$ cat src/rtl/coherence_ctrl.sv
// coherence_ctrl: two-core snooping coherence controller in front of a single
// word-wide RAM port. One request is served at a time; the other core is
// snooped before reads, and a dirty snooper's data is forwarded to the
// requester while memory is updated in the same access (cache-to-cache).
// Every transaction moves two words (RD1/RD2, WB1/WB2, C2C1/C2C2).
//
// Ports
//   CLK, RST                   clock, asynchronous active-high reset
//   dREN, dWEN [1:0]           per-core read / write request (bit n = core n)
//   daddr0/1, dstore0/1 [31:0] per-core word address and write data
//   cctrans, ccwrite [1:0]     core coherence status (see transaction states)
//   dwait [1:0]                per-core stall, low only in a word's completion cycle
//   dload [31:0]               read data broadcast to both cores
//   ccwait, ccinv [1:0]        snoop request / invalidate request per core
//   ccsnoopaddr0/1 [31:0]      address to snoop, valid while ccwait[n] is high
//   ramREN, ramWEN             RAM read / write strobes
//   ramaddr, ramstore [31:0]   RAM address / write data
//   ramload [31:0]             RAM read data
//   ram_ready                  RAM access completes this cycle
module coherence_ctrl (
  input  logic        CLK,
  input  logic        RST,
  input  logic [1:0]  dREN,
  input  logic [1:0]  dWEN,
  input  logic [31:0] daddr0,
  input  logic [31:0] daddr1,
  input  logic [31:0] dstore0,
  input  logic [31:0] dstore1,
  input  logic [1:0]  cctrans,
  input  logic [1:0]  ccwrite,
  output logic [1:0]  dwait,
  output logic [31:0] dload,
  output logic [1:0]  ccwait,
  output logic [1:0]  ccinv,
  output logic [31:0] ccsnoopaddr0,
  output logic [31:0] ccsnoopaddr1,
  output logic        ramREN,
  output logic        ramWEN,
  output logic [31:0] ramaddr,
  output logic [31:0] ramstore,
  input  logic [31:0] ramload,
  input  logic        ram_ready
);

  typedef enum logic [3:0] {
    IDLE, ARB, SNOOP, RD1, RD2, C2C1, C2C2, WB1, WB2
  } state_t;

  state_t state_q, state_d;
  logic   req_q, req_d;
  logic   last_q, last_d;

  logic [31:0] addr  [2];
  logic [31:0] store [2];
  logic [31:0] snoop_addr [2];
  logic [1:0]  pending;
  logic        other;
  logic        hold;

  assign addr[0]  = daddr0;
  assign addr[1]  = daddr1;
  assign store[0] = dstore0;
  assign store[1] = dstore1;
  assign ccsnoopaddr0 = snoop_addr[0];
  assign ccsnoopaddr1 = snoop_addr[1];

  assign pending = dREN | dWEN;
  assign other   = ~req_q;
  // The granted core still wants the bus; losing this aborts the transaction.
  assign hold    = dREN[req_q] | dWEN[req_q];

  always_ff @(posedge CLK or posedge RST) begin
    if (RST) begin
      state_q <= IDLE;
      req_q   <= 1'b0;
      last_q  <= 1'b1;
    end else begin
      state_q <= state_d;
      req_q   <= req_d;
      last_q  <= last_d;
    end
  end

  always_comb begin
    state_d       = state_q;
    req_d         = req_q;
    last_d        = last_q;
    dwait         = 2'b11;
    dload         = 32'h0;
    ccwait        = 2'b00;
    ccinv         = 2'b00;
    snoop_addr[0] = 32'h0;
    snoop_addr[1] = 32'h0;
    ramREN        = 1'b0;
    ramWEN        = 1'b0;
    ramaddr       = 32'h0;
    ramstore      = 32'h0;

    case (state_q)
      IDLE: begin
        if (|pending) begin
          // Round-robin: on a tie the core that was not served last wins.
          req_d   = (pending == 2'b11) ? ~last_q : pending[1];
          state_d = ARB;
        end
      end

      ARB: begin
        if (dWEN[req_q])      state_d = WB1;
        else if (dREN[req_q]) state_d = SNOOP;
        else                  state_d = IDLE;
      end

      SNOOP: begin
        ccwait[other]     = 1'b1;
        ccinv[other]      = ccwrite[req_q];
        snoop_addr[other] = addr[req_q];
        if (!hold)                state_d = IDLE;
        else if (cctrans[other])  state_d = ccwrite[other] ? C2C1 : RD1;
      end

      RD1, RD2: begin
        ccwait[other]     = 1'b1;
        snoop_addr[other] = addr[req_q];
        ramREN            = 1'b1;
        ramaddr           = addr[req_q];
        dload             = ramload;
        if (!hold) begin
          state_d = IDLE;
        end else if (ram_ready) begin
          dwait[req_q] = 1'b0;
          if (state_q == RD1) begin
            state_d = RD2;
          end else begin
            state_d = IDLE;
            last_d  = req_q;
          end
        end
      end

      // Snooper owns the dirty line: write it back and forward it in one access.
      C2C1, C2C2: begin
        ccwait[other]     = 1'b1;
        snoop_addr[other] = addr[req_q];
        ramWEN            = 1'b1;
        ramaddr           = addr[other];
        ramstore          = store[other];
        dload             = store[other];
        if (ram_ready) begin
          dwait = 2'b00;
          if (state_q == C2C1) begin
            state_d = C2C2;
          end else begin
            state_d = IDLE;
            last_d  = req_q;
          end
        end
      end

      WB1, WB2: begin
        ramWEN   = 1'b1;
        ramaddr  = addr[req_q];
        ramstore = store[req_q];
        if (!hold) begin
          state_d = IDLE;
        end else if (ram_ready) begin
          dwait[req_q] = 1'b0;
          if (state_q == WB1) begin
            state_d = WB2;
          end else begin
            state_d = IDLE;
            last_d  = req_q;
          end
        end
      end

      default: state_d = IDLE;
    endcase
  end

endmodule

$ cat config.mk
export PLATFORM = sky130hd
export DESIGN_NAME = coherence_ctrl
export DESIGN_NICKNAME = d
export VERILOG_FILES = /design/src/rtl/coherence_ctrl.sv
export SDC_FILE = /design/constraint.sdc
export NUM_CORES = 1
export LEC_CHECK = 0
export CORE_AREA = 5 5 130 132
export CTS_CLUSTER_SIZE = 25
export DETAILED_ROUTE_END_ITERATION = 10
export DIE_AREA = 0 0 135 137
export PLACE_DENSITY_LB_ADDON = 0.08
export SLEW_MARGIN = 25
export SYNTH_ARGS = -nofsm -noshare
export SYNTH_HDL_FRONTEND = slang
export SYNTH_SLANG_ARGS = --single-unit
$ cat constraint.sdc
create_clock -name CLK -period 2.2 [get_ports CLK]
set_clock_uncertainty 0.05 [all_clocks]
set_input_delay 0.44 -clock CLK [delete_from_list [all_inputs] [get_ports CLK]]
set_output_delay 0.44 -clock CLK [all_outputs]
set_load 0.005 [all_outputs]
Yosys cells after proc, flatten, opt, wreduce, memory -nomap -nowiden
Index checks and enable logic that the tools add are counted.
{"block": "word_totals", "output_inout_bits": 168, "ff_bits": 6, "wordCells": 120, "in_bits": 171}
{"block": "op_classes", "eq_ne": 21, "reduce_logical": 15, "order_cmp": 7, "mux": 65, "bitwise_logic": 9}
{"cell": "$mux 32", "count": 13}
{"cell": "$pmux 32 s2", "count": 3}
{"cell": "$and 64x64->64", "count": 1}
{"cell": "$mux 64", "count": 1}
{"cell": "$mux 4", "count": 9}
{"cell": "$demux 32 s1", "count": 1}
{"cell": "$pmux 4 s6", "count": 1}
{"cell": "$mux 1", "count": 23}
{"cell": "$ne 2x2->1 const B", "count": 9}
{"cell": "$eq 4x3->1 const B", "count": 4}
{"cell": "$mux 2", "count": 6}
{"cell": "$mux 3", "count": 4}
{"cell": "$ne 3x3->1 const B", "count": 3}
{"cell": "$reduce_and 9->1", "count": 1}
{"cell": "$eq 4x2->1 const B", "count": 2}
{"cell": "$reduce_or 2->1", "count": 4}
{"cell": "$reduce_or 4->1", "count": 2}
{"cell": "$reduce_and 5->1", "count": 1}
{"cell": "$reduce_or 5->1", "count": 1}
{"cell": "$eq 4x1->1 const B", "count": 1}
{"cell": "$eq 4x4->1 const B", "count": 1}
{"cell": "$ge 2x2->1 const B", "count": 2}
{"cell": "$logic_not 4->1", "count": 1}
{"cell": "$lt 1x2->1 const B", "count": 2}
{"cell": "other kinds (15)", "count": 21}

Longest topological paths before layout
Gate-level depths: netlist of the first run.
{"block": "depth", "depth_word": 8, "depth_mapped": 8, "ltp_nobuf": 5}

Worst setup path after synthesis of the first run
Ideal clock, no wire load.
{"block": "synth_timing", "kind": "register to output", "from": "register state_q[3]", "to": "output ramaddr[13]", "t_required_ns": 1.710, "path_slack_ns": 0.193, "path_buffers": 3, "arrival_time_ns": 1.517, "stages_incl_launch_ff": 8, "path_cell_list": "dfrtp_1 > buf_6 > xor2_1 > a22o_2 > buf_6 > buf_4 > a221oi_2 > a21oi_1"}
{"block": "synth_via", "elab_chain_len": 3, "elab_cells_between_ends": 9, "cone_classes": "eq/ne: 6; mux: 1; reduce/logical: 2"}
{"item": "start: declaration", "line": "49", "text": "state_t state_q, state_d;"}
{"item": "start signal: assignment", "line": "78", "text": "state_q <= state_d;"}
{"item": "$eq 4x2->1 (tied with other cells)", "line": "99", "text": "case (state_q)"}
{"item": "$reduce_or 4->1 (no source line) / $reduce_or 2->1 (equally long branches)"}
{"item": "$pmux 32 s2 (*)", "line": "99"}
{"item": "end: declaration", "line": "39", "text": "output logic [31:0] ramaddr,"}
Mark *: on every way between the ends. The rest lies on a longest branch, timed or not.

Worst setup path in the final report of the first run
{"block": "layout_timing", "from": "register state_q[2]", "to": "output ramaddr[13]"}
Same word-level chain as after synthesis.

==> flow_summary.toml, run 1 <==
[run_status]
status = "finished with violations"
violations = "negative setup slack"

[clock_network]
cts_root_buf = "clkbuf_16"
cts_tree = "yes"
cts_buffers = 3
holdBufCountCts = 0
clock_latency_ps = 230
clockBufferDepth = 2
htreeDepth = 1
path_clk_slew_ps = 40
clkSinkCount = 6

[placement]
placed_area_um2 = 7670
place_congestion = 0.836
port_buffers = 338
dp_slack_ps = -373
dp_hpwl_mm = 16.6

[floorplan]
die_w_um = 135
start_util_pct = 23.4
design.core.area_um2 = 15600
dieArea_um2 = 18500
ios = 339
die_h_um = 137
rows = 46

[grt]
grt_pass1_vias = 5818
grt_max_degree = 34
gr-total-overflow = 0
grt_usage_pct = 21.9
grt_antenna_before_repair = 2
grt_pass1_wl_mm = 32.6

[synthesis]
ys_types = 43
synth_warnings = 0
syn_area_um2 = 3640
syn_nets = 664
async_reset_ff_share_pct = 100
synth_area_leader_cell = "a221oi_2"
synth_top_flop_cell = "dfrtp_1"
synth_edf_count = 0
synthCells = 493
avgSynthCellArea_um2 = 7.39
ys_seq_area_share_pct = 4.16
netlist.area_leader.share_pct = 16.5
synth-seq-cells = 6
ys_top_cells_by_area = "a221oi_2 16%, a22oi_1 13%, and2_1 11%"

[sta]
max_clock_freq_ghz = 0.390
setup_ws_ps = -365
fin_setup_tns_ps = -37840
tightest_slew_ps = 442
period_needed_ps = 2570
relSlewSlack_pct = 70.5
slew_violations = 0
finalSetupViolations = 167
rsz0062_at_grt = "yes"
min_period_over_period_pct = 117
final_hold_viol_count = 0

[setup_path]
r2r-start = "state_q[2]"
reg2reg_slack_ps = 30
timing.rr.end = "state_q[1]"
endpoint_kind = "primary output"
path_class = "reg2out"
crit_path_max_fanout = 10
cp.required_ps = 1710
r2r_cells = 9
critPathArrivalTime_ps = 2080
crit_path_start = "state_q[2]"
crit_path_start_kind = "flip-flop"

[routing]
routed-via-count = 6161
wire_per_inst_um = 21.2
drt-initial-drc-count = 290
drc = 0
drt_first_pass_iters = 4
ant_nets = 0
vias_per_cell = 5.26
wl_mm = 24.9

[power]
ir_drop_v = 0.000587
p_leak_nw = 4.31
powerDensity_nw_per_um2 = 1500

[cells_and_area]
final_cell_area_um2 = 9670
nets = 1127
drive_gt1_share_pct = 59.2
fillers = 1368
area_growth_pct = 165

[worst_hold_path]
hold_class = "in2async"

[run]
drv_cap = 0
-- final cells by class --
| class | instances | area (um2) | area share (%) |
|---|---|---|---|
| inverter | 2 | 7.51 | 0.0776 |
| antenna | 1 | 2.50 | 0.0259 |
| tap | 216 | 270 | 2.79 |
| clock buffer | 4 | 78.8 | 0.815 |
| timing repair buffer | 523 | 5310 | 54.9 |
| sequential | 6 | 159 | 1.64 |
| multi-input combinational | 420 | 3840 | 39.8 |
-- cell families after synthesis --
kind of cell | share of synthesized area, %
AOI/OAI and AO/OA | 52.6
and+or+nand+nor | 20.8
buffers and inverters | 10.6
muxes | 11.3
DFF | 4.16
xor gates and xnor gates | 0.481
-- cells in the final DEF, fill, tap and decap left out, drive strengths merged, types with 3 or more instances in the layout --
cell / count
nand2: 38
mux2i: 34
dfrtp: 5
a22oi: 64
a21oi: 72
clkdlybuf4s50: 172
nor3: 3
and2: 66
buf: 325
nand2b: 3
mux2: 5
nor2: 8
a221oi: 64
and3: 3
o21ai: 38
clkbuf: 28
-- synthesized netlist by cell type (3+ instances only) --
cell      count
a21oi_1      70
a221oi_1     24
a221oi_2     40
a22oi_1      64
and2_1       66
buf_2        30
buf_4         8
buf_6         9
clkbuf_1     16
dfrtp_1       5
mux2_4        4
mux2i_1      34
nand2_1      38
nand2b_1      3
nor2_1        8
nor3_1        3
o21ai_0      24
o21ai_1      13
-- metrics by stage --
stage / cells / hold WS (ps) / power [W] / util, %
final: 1172 / 376 / 0.0145 / 62.0
after floorplan: 493 / 180 / 0.00492 / -
after CTS: 1100 / 385 / 0.0115 / 53.2
after detailed placement: 1053 / 566 / 0.0105 / 49.1
after global routing: 1172 / 400 / 0.0153 / 62.0
after global placement: 1053 / 562 / 0.0104 / 49.1
-- worst max-delay path by stage --
stage,endpoint,slack (ps),cells past startpoint
global placement,ccsnoopaddr0[2],-320,6
CTS,ramstore[3],-420,9
finish,ramaddr[13],-370,9
global route,ramaddr[12],-430,9
floorplan,ramaddr[13],190,7
detailed placement,ramstore[0],-370,7
-- routing by layer --
| metal | GRT usage [%] | part of all wire, % |
|---|---|---|
| met1 | 24.3 | 38 |
| met2 | 41.0 | 52 |
| met3 | 4.41 | 6.5 |
| met4 | 8.51 | 3.3 |
| met5 | 0 | 0.036 |
-- sequential cells by signal, indices dropped and copies added (netlist names) --
signal and count:
state_q 4, last_q 1, req_q 1
-- worst max-delay path: stages (launching register included) --
cell      delay (ps)
dfrtp_2          450
buf_6            130
xor2_1           130
a22o_2           260
buf_12           150
buf_8            130
buf_12           140
a221oi_2         220
a21oi_1           60
buf_2            160
-- what timing repair did --
action,in CTS,in global routing
resized for setup,478,510
setup buffers,32,64
pin swaps,21,68
setup endpoints to repair,168,172
gates cloned,11,17
-- power by group --
part	total, W	switching (W)	leakage, nW	internal [W]
logic	0.0139	0.00602	4.20	0.00785
clock network	0.000311	0.0000700	0.0382	0.000241
registers	0.000275	0.0000957	0.0680	0.000179
total	0.0145	0.00619	4.31	0.00828
No activity file was read; power rests on OpenSTA's default activity.
==> run 2: changes to the inputs <==
CORE_AREA = 2 2 131 133   (was 5 5 130 132)
DIE_AREA = 0 0 133 135   (was 0 0 135 137)
==> run 2 against run 1 <==
The flow still finishes with violations (negative setup slack). Via count is essentially flat. Non-clock buffer count fell by 14. Highest routed layer unchanged. Largest cell class unchanged. Critical path depth did not move.
==> flow_summary.toml, run 2 (synthesis results as in run 1) <==
[cells_and_area]
area_growth_pct = 173
final_cell_mix = "170 x clkdlybuf4s50_1, 124 x buf_2, 84 x buf_6"
top_regs = "state_q (4), last_q (1), req_q (1)"
regMostFlops = "state_q"
nets = 1114
final_cells = 1164
largest_reg_flops = 4
final_core_util_pct = 60.6
mostFrequentLayoutCell = "clkdlybuf4s50_1"
drive_gt1_share_pct = 59.4
final_cell_area_um2 = 9940

[setup_path]
crit_path_frequent_cell = "buf_12"
r2r-start = "state_q[0]"
crit_path_start_kind = "flip-flop"
endpoint_kind = "primary output"
cp.buffers_inverters = 5
critPathTopFamily = "buffers and inverters"
reg2reg_slack_ps = 80
worst_path_largest_cell_delay_ps = 430
crit_path_start = "state_q[2]"
path_class = "reg2out"
crit_path_max_fanout = 6
slowest_stage = "dfrtp_2"
critPathArrivalTime_ps = 2070
cp.required_ps = 1710
path_cells = "buf_6 -> xor2_2 -> a22o_4 -> buf_12 -> buf_12 -> buf_12 -> a221oi_2 -> a21oi_1 -> buf_2"

[floorplan]
design.core.area_um2 = 16400
dieArea_um2 = 18000
ios = 339
rows = 47
die_w_um = 133
die_h_um = 135
start_util_pct = 22.2

[routing]
vias_per_cell = 5.29
drc = 0
drt_first_pass_iters = 4
drt-initial-drc-count = 293
wl_mm = 24.7
routed-via-count = 6157
ant_nets = 0
wire_per_inst_um = 21.3

[sta]
final_hold_viol_count = 0
rsz0062_at_grt = "yes"
tightest_slew_ps = 571
period_needed_ps = 2560
slew_violations = 0
setup_ws_ps = -359
finalSetupViolations = 164
max_clock_freq_ghz = 0.391
hold_ws_ps = 381
min_period_over_period_pct = 116
relSlewSlack_pct = 61.9

[clock_network]
cts_tree = "yes"
htreeDepth = 1
holdBufCountCts = 0
clockBufferDepth = 2
cts_root_buf = "clkbuf_16"
path_clk_slew_ps = 40
clock_latency_ps = 240
clkSinkCount = 6
cts_buffers = 3

[placement]
dp_cells = 1034
dp_hpwl_mm = 14.9
port_buffers = 338
place_congestion = 0.897
placed_area_um2 = 7470

[grt]
grt_antenna_before_repair = 3
grt_pass1_wl_mm = 35.2
grt_pass1_vias = 6053
grt_max_degree = 41
grt.met1_usage_pct = 28.2
top_usage_layer = "met2"
met2_usage_pct = 45.1
gr-total-overflow = 0
grt_usage_pct = 24.5
gr-usage-met3_pct = 4.13

[power]
p_leak_nw = 4.39
powerDensity_nw_per_um2 = 1570
ir_drop_v = 0.000718

[run_status]
violations = "negative setup slack"
status = "finished with violations"

[run]
drv_cap = 0

[worst_hold_path]
hold_class = "in2async"
[run 2: area by class of cell]
| class | count | area, um2 |
|---|---|---|
| diodes | 2 | 5.00 |
| clock buffers | 4 | 78.8 |
| fillers | 1382 | 6460 |
| inverters | 2 | 7.51 |
| multi-input cells | 421 | 3970 |
| flip-flops and latches | 6 | 159 |
| well taps | 220 | 275 |
| repair buffers | 509 | 5450 |
[run 2: per-stage QoR]
| step | setup slack (ps) | total power (W) | TNS [ps] |
|---|---|---|---|
| global placement | -302 | 0.00995 | -31690 |
| CTS | -371 | 0.0135 | -38020 |
| floorplan | 193 | 0.00492 | 0 |
| global route | -408 | 0.0165 | -47720 |
| finish | -359 | 0.0156 | -37300 |
| detailed placement | -362 | 0.0100 | -35950 |
[run 2: per-layer routing]
| layer | wire length [um] | vias to the layer above |
|---|---|---|
| met5 | 15 | - |
| met3 | 1310 | 54 |
| met1 | 9500 | 2972 |
| li1 | - | 2872 |
| met2 | 13000 | 257 |
| met4 | 919 | 2 |
[run 2: worst paths after layout]
kind / end / cells past startpoint
setup / recovery: ramaddr[8] / 9
hold / removal: req_q / 2
max in group asynchronous: last_q / 2
setup reg to reg: state_q[3] / 8
min in group CLK: last_q / 1
hold reg to reg: last_q / 1
[run 2: report_power, final]
part | total, W | internal, W | switching (W)
clock network | 0.000313 | 0.000241 | 0.0000719
registers | 0.000252 | 0.000179 | 0.0000723
logic | 0.0151 | 0.00860 | 0.00647
total | 0.0156 | 0.00902 | 0.00662
[run 2: timing repair]
item / in CTS / in global routing
setup endpoints to repair: 168 / 171
cloned: 27 / 10
endpoints found under the hold margin: 0 / 0
buffers inserted: 72 / 31
gates resized for setup: 793 / 239
pin swaps: 46 / 93
